[config.mk]
export PLATFORM = sky130hd
export DESIGN_NAME = io_ctrl_flat
export DESIGN_NICKNAME = d
export VERILOG_FILES = /design/src/rtl/io_ctrl_if.sv /design/src/rtl/io_ctrl.sv /design/src/flat_wrapper.sv
export SDC_FILE = /design/constraint.sdc
export NUM_CORES = 1
export LEC_CHECK = 0
export ABC_AREA = 1
export CORE_MARGIN = 2
export CORE_UTILIZATION = 35
export DETAILED_ROUTE_END_ITERATION = 8
export GPL_ROUTABILITY_DRIVEN = 0
export GPL_TIMING_DRIVEN = 0
export PLACE_DENSITY = 0.67
export SYNTH_ARGS = -nofsm -noshare
export SYNTH_HDL_FRONTEND = slang
export SYNTH_SLANG_ARGS = --single-unit
[constraint.sdc]
create_clock -name clk -period 2.2 [get_ports clk]
set_clock_uncertainty 0.15 [all_clocks]
set_input_delay 0.55 -clock clk [delete_from_list [all_inputs] [get_ports clk]]
set_output_delay 0.55 -clock clk [all_outputs]
set_load 0.03 [all_outputs]
[src/rtl/io_ctrl_if.sv]
// CPU-side I/O bus between the address mux and the io_ctrl responder.
// Master drives address/strobe/write data, slave returns read data.
interface io_ctrl_if;
  logic [15:0] addr;
  logic        we;
  logic [7:0]  io_di;
  logic [7:0]  io_do;

  modport master (
    output addr,
    output we,
    output io_di,
    input  io_do
  );

  modport slave (
    input  addr,
    input  we,
    input  io_di,
    output io_do
  );
endinterface

[src/rtl/io_ctrl.sv]
// Memory-mapped I/O responder: LED register, synchronized switches and
// a prescaled 8-bit down-counter timer with expiry flag and interrupt.
module io_ctrl #(
  parameter logic [15:0] RAM_BASE = 16'h8000
) (
  input  logic           clk,
  input  logic           rst,
  io_ctrl_if.slave       bus,
  input  logic [7:0]     sw,
  output logic [7:0]     led,
  output logic           irq
);

  logic [7:0] led_q, led_d;
  logic [7:0] sw1_q, sw2_q;
  logic       en_q, en_d;
  logic       auto_q, auto_d;
  logic       ie_q, ie_d;
  logic       flag_q, flag_d;
  logic [7:0] reload_q, reload_d;
  logic [7:0] count_q, count_d;
  logic [7:0] pre_q, pre_d;
  logic [7:0] presc_q, presc_d;

  logic       sel;
  logic       wr;
  logic [2:0] idx;
  logic       ctrl_wr;
  logic       stop;
  logic       start;
  logic       tick;
  logic       tick_v;
  logic       expire;

  assign sel = bus.addr < RAM_BASE;
  assign idx = bus.addr[2:0];
  assign wr  = bus.we && sel;

  always_comb begin
    led_d    = led_q;
    en_d     = en_q;
    auto_d   = auto_q;
    ie_d     = ie_q;
    flag_d   = flag_q;
    reload_d = reload_q;
    count_d  = count_q;
    pre_d    = pre_q;
    presc_d  = presc_q;

    ctrl_wr = wr && (idx == 3'd2);
    stop    = ctrl_wr && !bus.io_di[0];
    start   = ctrl_wr && bus.io_di[0] && !en_q;
    tick    = en_q && (pre_q == presc_q);
    // a CTRL write that clears en swallows a coincident tick
    tick_v  = tick && !stop;
    expire  = tick_v && (count_q == 8'd0);

    if (en_q && !stop) begin
      pre_d = tick ? 8'd0 : pre_q + 8'd1;
    end

    if (tick_v) begin
      if (count_q != 8'd0) begin
        count_d = count_q - 8'd1;
      end else if (auto_q) begin
        count_d = reload_q;
      end else begin
        en_d = 1'b0;
      end
    end

    if (expire) begin
      flag_d = 1'b1;
    end

    if (ctrl_wr) begin
      auto_d = bus.io_di[1];
      ie_d   = bus.io_di[2];
      if (bus.io_di[7] && !expire) begin
        flag_d = 1'b0;
      end
      if (stop) begin
        en_d = 1'b0;
      end
      if (start) begin
        en_d    = 1'b1;
        count_d = reload_q;
        pre_d   = 8'd0;
      end
    end

    if (wr && (idx == 3'd0)) begin
      led_d = bus.io_di;
    end
    if (wr && (idx == 3'd3)) begin
      reload_d = bus.io_di;
    end
    if (wr && (idx == 3'd5)) begin
      presc_d = bus.io_di;
    end
  end

  always_ff @(posedge clk) begin
    if (rst) begin
      led_q    <= '0;
      sw1_q    <= '0;
      sw2_q    <= '0;
      en_q     <= 1'b0;
      auto_q   <= 1'b0;
      ie_q     <= 1'b0;
      flag_q   <= 1'b0;
      reload_q <= '0;
      count_q  <= '0;
      pre_q    <= '0;
      presc_q  <= '0;
    end else begin
      led_q    <= led_d;
      sw1_q    <= sw;
      sw2_q    <= sw1_q;
      en_q     <= en_d;
      auto_q   <= auto_d;
      ie_q     <= ie_d;
      flag_q   <= flag_d;
      reload_q <= reload_d;
      count_q  <= count_d;
      pre_q    <= pre_d;
      presc_q  <= presc_d;
    end
  end

  always_comb begin
    bus.io_do = 8'h00;
    case (idx)
      3'd0:    bus.io_do = led_q;
      3'd1:    bus.io_do = sw2_q;
      3'd2:    bus.io_do = {flag_q, 4'b0000, ie_q, auto_q, en_q};
      3'd3:    bus.io_do = reload_q;
      3'd4:    bus.io_do = count_q;
      3'd5:    bus.io_do = presc_q;
      default: bus.io_do = 8'h00;
    endcase
  end

  assign led = led_q;
  assign irq = flag_q & ie_q;

endmodule
[src/flat_wrapper.sv]
// flat-port wrapper written by rule: the top's interface ports become plain ports
module io_ctrl_flat 
#(
  parameter logic [15:0] RAM_BASE = 16'h8000
)
  (clk, rst, sw, led, irq, bus_addr, bus_we, bus_io_di, bus_io_do);
  io_ctrl_if bus_i ();
  input  logic clk;
  input  logic rst;
  input  logic [7:0] sw;
  output logic [7:0] led;
  output logic irq;
  input wire logic [$bits(bus_i.addr)-1:0] bus_addr;
  input wire logic [$bits(bus_i.we)-1:0] bus_we;
  input wire logic [$bits(bus_i.io_di)-1:0] bus_io_di;
  output wire logic [$bits(bus_i.io_do)-1:0] bus_io_do;
  assign bus_i.addr = bus_addr;
  assign bus_i.we = bus_we;
  assign bus_i.io_di = bus_io_di;
  assign bus_io_do = bus_i.io_do;
  io_ctrl #(.RAM_BASE(RAM_BASE)) u_core (.clk(clk), .rst(rst), .bus(bus_i), .sw(sw), .led(led), .irq(irq));
endmodule
## Yosys cells after proc, flatten, opt, wreduce, memory -nomap -nowiden

Index checks and enable logic that the tools add are counted.
W data, S select, Z words.

| operators by class | value |
|---|---|
| shift operators | 0 |
| order comparisons | 1 |
| reduce and logical (&&, ||, !) cells | 20 |
| $add $sub $neg | 2 |
| divide/modulo/power cells | 0 |
| equal/unequal tests | 6 |
| bitwise operators | 1 |
| multipliers | 0 |
| mux-type cells | 19 |

Operators by type and width:

| cell | count |
|---|---|
| $mux W8 | 9 |
| $pmux W8 S6 | 1 |
| $lt A16 B16 Y1 const B | 1 |
| $logic_and A1 B1 Y1 | 13 |
| $mux W1 | 9 |
| $add A8 B1 Y8 const B | 1 |
| $eq A8 B8 Y1 | 1 |
| $logic_not A8 Y1 | 1 |
| $reduce_bool A8 Y1 | 1 |
| $sub A8 B1 Y8 const B | 1 |
| $eq A3 B2 Y1 const B | 2 |
| $eq A3 B3 Y1 const B | 2 |
| $logic_not A1 Y1 | 4 |
| $eq A3 B1 Y1 const B | 1 |
| $logic_not A3 Y1 | 1 |
| $and A1 B1 Y1 | 1 |

| word-level totals | value |
|---|---|
| memory bits (read-only) | 0 |
| bits in latches | 0 |
| register bits after elaboration | 60 |
| output and inout port bits | 17 |
| input bits | 35 |
| memories | 0 |
| memory bits (writable) | 0 |

## Depth between registers and ports, before layout

Gate-level depths: netlist of run 1.

| logic depth | value |
|---|---|
| depth after elaboration | 11 |
| mapped depth | 11 |
| mapped depth without buffers | 11 |

## Worst setup path after synthesis of run 1

Ideal clock, no wire load.

| path | value |
|---|---|
| path type | in2out |
| start | input port bus_addr[0] |
| end | output port bus_io_do[3] |
| arrival time | 1.454 ns |
| cell stages on the path | 4 |
| buffers on the path | 0 |
| path slack | 0.046 ns |
| data required time | 1.500 ns |
| cells stage by stage | inv_1 -> nor3_1 -> a221oi_1 -> nand2_1 |

| on the way | value |
|---|---|
| word-level cells in the longest chain between the ends | 2 |
| elaborated cells on any way between the ends | 7 |

Ends and longest elaborated chain:

| item | RTL line | source |
|---|---|---|
| start, declared | flat_wrapper.sv:13 | `input wire logic [$bits(bus_i.addr)-1:0] bus_addr;` |
| $eq A3 B3 Y1, or another cell as far along | io_ctrl.sv:133 | `case (idx)` |
| $pmux W8 S6 (*) | io_ctrl.sv:133 |  |
| end, declared | flat_wrapper.sv:16 | `output wire logic [$bits(bus_i.io_do)-1:0] bus_io_do;` |

Mark *: on every way between the ends. The rest lies on a longest branch, timed or not.

## Worst setup path in the final report of run 1

| path | value |
|---|---|
| start | input port bus_addr[0] |
| end | output port bus_io_do[0] |

Same word-level chain as after synthesis.

==> results.json, run 1 <==
{
  "die_x_um": 98.1,
  "p_per_area_nw_per_um2": 551,
  "cts_made_buffers": 9,
  "mostFrequentLayoutCell": "nand2_1",
  "viasPerCell": 5.10,
  "postRouteAntennaNets": 0,
  "synthCells": 475,
  "h-tree-depth": 3,
  "synth_area_per_cell_um2": 6.53,
  "port_buffers": 38,
  "synth-seq-cells": 60,
  "worst_setup_path_start_kind": "input pin",
  "coreArea_um2": 8680,
  "drcViolationCount": 0,
  "top_level_ports": 52,
  "die_y_um": 98.1,
  "cp_slowest_cell": "a221oi_2",
  "whs_ns": 0.252,
  "ir_worst_vdd_uv": 353,
  "grt_max_degree": 17,
  "worst_pin_slew_ns": 0.576,
  "critPathRequiredTime_ns": 1.50,
  "grt_pass1_vias": 2959,
  "async_reset_ff_share_pct": 0,
  "drt_iter0_markers": 264,
  "cts_hold_buf": 0,
  "setup_ws_ns": -0.0513,
  "stdcell_count": 642,
  "synth-seq-area-share_pct": 38.7,
  "synth.yosys.warnings": 0,
  "clk-insertion-delay-late_ns": 0.35,
  "gr-total-overflow": 0,
  "grtUsageTotal_pct": 19.0,
  "cts_buffer_depth": 2,
  "antenna_found_initial": 0,
  "drt_wl_total_um": 9180,
  "dieArea_um2": 9630,
  "start_util_pct": 35.7,
  "ys_types": 31,
  "finalSetupViolations": 1,
  "drive_above_1_share_pct": 15.0,
  "fmaxAchievable_mhz": 444,
  "status": "complete, but fails checks",
  "max_slew_margin_pct": 61.5,
  "synth_top_area_share_pct": 38.7,
  "cts.clk_slew.worst_paths_ns": 0.06,
  "synthTopCellsByArea": "dfxtp_1, nand2_1, nor2_1, inv_1, o21ai_0",
  "critPathMaxStageDelay_ns": 0.32,
  "synth_edf_count": 0,
  "end_kind": "output port",
  "final_hold_viol_count": 0,
  "critPathKind": "input pin to output port",
  "post-route-min-period_ns": 2.25,
  "critPathMaxFanout": 4,
  "failed_checks": "setup timing",
  "synth_area_leader_cell": "dfxtp_1",
  "area_growth_pct": 32.1,
  "vias": 3271,
  "synth_flop_cell": "dfxtp_1",
  "drtPass1Iterations": 7,
  "grt_first_pass_wirelength_um": 14600,
  "cellLeakagePower_nw": 1.81,
  "cts_root_buffer": "clkbuf_8",
  "syn_area_um2": 3100,
  "insertedDiodeCount": 0,
  "cts.sinks": 60,
  "place_ws_ns": -1.35,
  "timing.final.crit_share_pct": 102,
  "fin_util_pct": 47.2,
  "place_hpwl_um": 6620,
  "num_rows": 34,
  "crit_path_frequent_cell": "buf_6",
  "min_path_type": "flip-flop to flip-flop",
  "cts_tree": "yes",
  "dp_cells": 621,
  "max_cap_violations": 0,
  "rsz0062_at_grt": "yes",
  "arrival_ns": 1.55,
  "final_cell_mix": "nand2_1, nor2_1, inv_1",
  "crit_chain": "buf_12, inv_8, buf_6, nor2_4, a221oi_2, nand3_1, buf_6",
  "slew_viol_final": 0,
  "routedWlPerCell_um": 14.3,
  "layout.nets": 568,
  "synth_nets": 513
}
==> metal layers <==
metal,part of all wire (%),GRT usage [%],up-vias
met3,5.9,3.29,29
li1,-,-,1623
met1,44,24.5,1487
met5,0,0,-
met4,3.4,9.06,0
met2,47,31.0,132
==> logic make-up (layout without fill, tap and decap cells) <==
group	after synthesis	in the layout	synth area share, %
xor+xnor	2	2	0.565
compound gates	91	91	15.9
buf+inv	87	145	11.0
fa+ha+maj	3	3	1.21
flops	60	60	38.7
simple gates	232	233	32.6
==> where the power goes <==
group / internal, mW / switching [mW]
sequential: 1.11 / 0.0211
clock: 0.396 / 0.448
combinational: 0.114 / 0.165
total: 1.62 / 0.634
==> registers in the layout (all words and copies together) (netlist names) <==
name / count
u_core.auto_q: 1
u_core.count_q: 8
u_core.en_q: 1
u_core.flag_q: 1
u_core.ie_q: 1
u_core.led: 8
u_core.pre_q: 8
u_core.presc_q: 8
u_core.reload_q: 8
u_core.sw1_q: 8
u_core.sw2_q: 8
==> critical path, delay by kind of cell <==
kind                   cells  cell delay (ns)
AOI/OAI and AO/OA          1             0.32
buffers and inverters      4             0.46
and+or+nand+nor            2             0.21
==> path summary, 6_finish.rpt <==
kind                                     endpoint              start  slack [ns]  depth (start not counted)
worst max-delay path                 bus_io_do[0]        bus_addr[0]       -0.05                          7
worst min-delay path              u_core.sw2_q[6]    u_core.sw1_q[6]        0.25                          2
worst max register to register  u_core.count_q[2]  u_core.count_q[0]        0.33                         10
worst min register to register    u_core.sw2_q[6]    u_core.sw1_q[6]        0.25                          2
==> cell type report <==
type,count,area [um^2]
Timing Repair Buffer,44,472
Sequential cell,60,1200
Clock inverter,5,30.0
Multi-Input combinational cell,329,1780
Clock buffer,10,128
Buffer,10,51.3
Inverter,76,297
Fill cell,874,4580
Tap cell,108,135
==> through the flow <==
step	setup TNS, ns	power [mW]	area, um^2
after floorplan	0	1.28	3100
after global placement	-16.31	1.38	3620
after detailed placement	-18.04	1.38	3620
after CTS	-0.0223	2.23	3940
after global routing	-0.181	2.34	4100
final	-0.0513	2.26	4100
==> synthesized netlist by cell type (5+ instances only) <==
master,n
nand2_1,105
nand3_1,30
o21ai_0,52
dfxtp_1,60
a221oi_1,5
a21oi_1,22
inv_1,72
nor2_1,75
o22ai_1,7
clkbuf_1,7
==> repair_timing <==
action	4_1_cts	5_1_grt
pin swaps	11	19
resized for setup	95	36
setup endpoints to repair	9	17
setup buffers	5	2
cloned	1	0
endpoints found under the hold margin	0	0
No activity file was read; power rests on OpenSTA's default activity.
==> run 2: changes to the inputs <==
--- a/config.mk
+++ b/config.mk
@@ -6,12 +6,14 @@
 export NUM_CORES = 1
 export LEC_CHECK = 0
 export ABC_AREA = 1
+export CORE_ASPECT_RATIO = 0.75
 export CORE_MARGIN = 2
 export CORE_UTILIZATION = 35
 export DETAILED_ROUTE_END_ITERATION = 8
 export GPL_ROUTABILITY_DRIVEN = 0
 export GPL_TIMING_DRIVEN = 0
 export PLACE_DENSITY = 0.67
+export SLEW_MARGIN = 15
 export SYNTH_ARGS = -nofsm -noshare
 export SYNTH_HDL_FRONTEND = slang
 export SYNTH_SLANG_ARGS = --single-unit
==> results.json, run 2 (same netlist as run 1, synthesis figures left out) <==
{
  "final_hold_viol_count": 0,
  "critPathKind": "input pin to output port",
  "cts_made_buffers": 9,
  "start_util_pct": 36.4,
  "worst_pin_slew_ns": 0.639,
  "gr-total-overflow": 0,
  "setup_ws_ns": -0.0469,
  "clk-insertion-delay-late_ns": 0.33,
  "m1WireLength_um": 4440,
  "die_x_um": 113,
  "grt_first_pass_wirelength_um": 15000,
  "crit_path_frequent_cell": "buf_6",
  "status": "complete, but fails checks",
  "setup_tns_ns": -0.136,
  "cp_slowest_cell": "a221oi_4",
  "num_rows": 29,
  "max_slew_margin_pct": 57.3,
  "place_hpwl_um": 6800,
  "cellLeakagePower_nw": 1.91,
  "viasPerCell": 5.11,
  "finalSetupViolations": 4,
  "path_delay_family": "buffers and inverters",
  "top_level_ports": 52,
  "drive_above_1_share_pct": 15.8,
  "drt_iter0_markers": 262,
  "antenna_found_initial": 0,
  "cts_tree": "yes",
  "drt_wl_total_um": 9280,
  "power.total_mw": 2.87,
  "post-route-min-period_ns": 2.25,
  "fin_util_pct": 50.2,
  "slew_viol_final": 0,
  "cts_root_buffer": "clkbuf_16",
  "critPathMaxStageDelay_ns": 0.26,
  "end_kind": "output port",
  "vias": 3299,
  "cts.clk_slew.worst_paths_ns": 0.06,
  "grtUsageTotal_pct": 19.7,
  "min_path_type": "flip-flop to flip-flop",
  "dieArea_um2": 9640,
  "h-tree-depth": 3,
  "place_ws_ns": -1.50,
  "top_layer": "met4",
  "coreArea_um2": 8530,
  "cts_hold_buf": 0,
  "drcViolationCount": 0,
  "cts_buffer_depth": 2,
  "die_y_um": 85.5,
  "drtPass1Iterations": 5,
  "met2_length_um": 3950,
  "layout.nets": 571,
  "critPathRequiredTime_ns": 1.50,
  "final_cell_mix": "nand2_1, nor2_1, inv_1",
  "worst_setup_path_start_kind": "input pin",
  "area_growth_pct": 38.0,
  "timing.final.crit_share_pct": 102,
  "insertedDiodeCount": 0,
  "cts.sinks": 60,
  "grt_pass1_vias": 3013,
  "rsz0062_at_grt": "yes",
  "failed_checks": "setup timing",
  "p_per_area_nw_per_um2": 670,
  "critPathMaxFanout": 8,
  "port_buffers": 38,
  "routedWlPerCell_um": 14.4,
  "postRouteAntennaNets": 0,
  "wl_met3_um": 783,
  "ir_worst_vdd_uv": 368,
  "fmaxAchievable_mhz": 445,
  "mostFrequentLayoutCell": "nand2_1",
  "crit_chain": "buf_12, inv_8, buf_6, nor2_4, buf_6, a221oi_4, nand2_1, buf_6",
  "arrival_ns": 1.55,
  "max_cap_violations": 0,
  "grt_max_degree": 17,
  "cp_num_buf_inv": 5
}
-- run 2: cell types whose count changed in the layout (fill, tap and decap cells not counted), moves of 3 or more --
cell	before	now
clkbuf_16	0	9
clkbuf_8	9	1
o22ai_2	6	3
o22ai_4	1	4
-- run 2: metal layers --
metal	GRT usage [%]	vias up
met5	0	-
met4	5.88	0
met3	3.89	14
met2	30.1	126
met1	28.4	1528
li1	-	1631
-- run 2: timing repair --
action / CTS / global route
setup buffers: 9 / 1
gates resized for setup: 114 / 15
pin swaps: 13 / 5
setup endpoints to repair: 11 / 11
-- run 2: area by class of cell --
| type | count | area, um^2 |
|---|---|---|
| plain buffers | 10 | 51.3 |
| repair buffers | 48 | 519 |
| multi-input cells | 328 | 1770 |
| clock buffers | 10 | 239 |
| inverters | 76 | 297 |
| fillers | 810 | 4250 |
| clock inverters | 6 | 70.1 |
| flip-flops and latches | 60 | 1200 |
| well taps | 108 | 135 |
-- run 2: worst paths after layout --
check | end | start | cells after the start | slack (ns)
max reg2reg | u_core.flag_q | u_core.presc_q[7] | 8 | 0.26
max | bus_io_do[6] | bus_addr[0] | 8 | -0.05
min reg2reg | u_core.sw2_q[0] | u_core.sw1_q[0] | 2 | 0.25
min | u_core.sw2_q[0] | u_core.sw1_q[0] | 2 | 0.25
-- run 2: worst min-delay path: stages (launching register included) --
cell and delay [ns]:
dfxtp_1 0.29, inv_1 0.04, nor2_1 0.03
-- run 2: through the flow --
stage / cell area (um^2) / std cells / hold slack, ns
after CTS: 4210 / 645 / 0.254
after global placement: 3620 / 621 / 0.243
after global routing: 4280 / 646 / 0.266
final: 4280 / 646 / 0.252
after floorplan: 3100 / 475 / 0.238
after detailed placement: 3620 / 621 / 0.246
-- run 2: power by group --
group	switching (mW)	internal [mW]	leakage, nW
logic	0.166	0.118	1.27
registers	0.0203	1.11	0.488
clock network	0.534	0.916	0.153
total	0.720	2.15	1.91
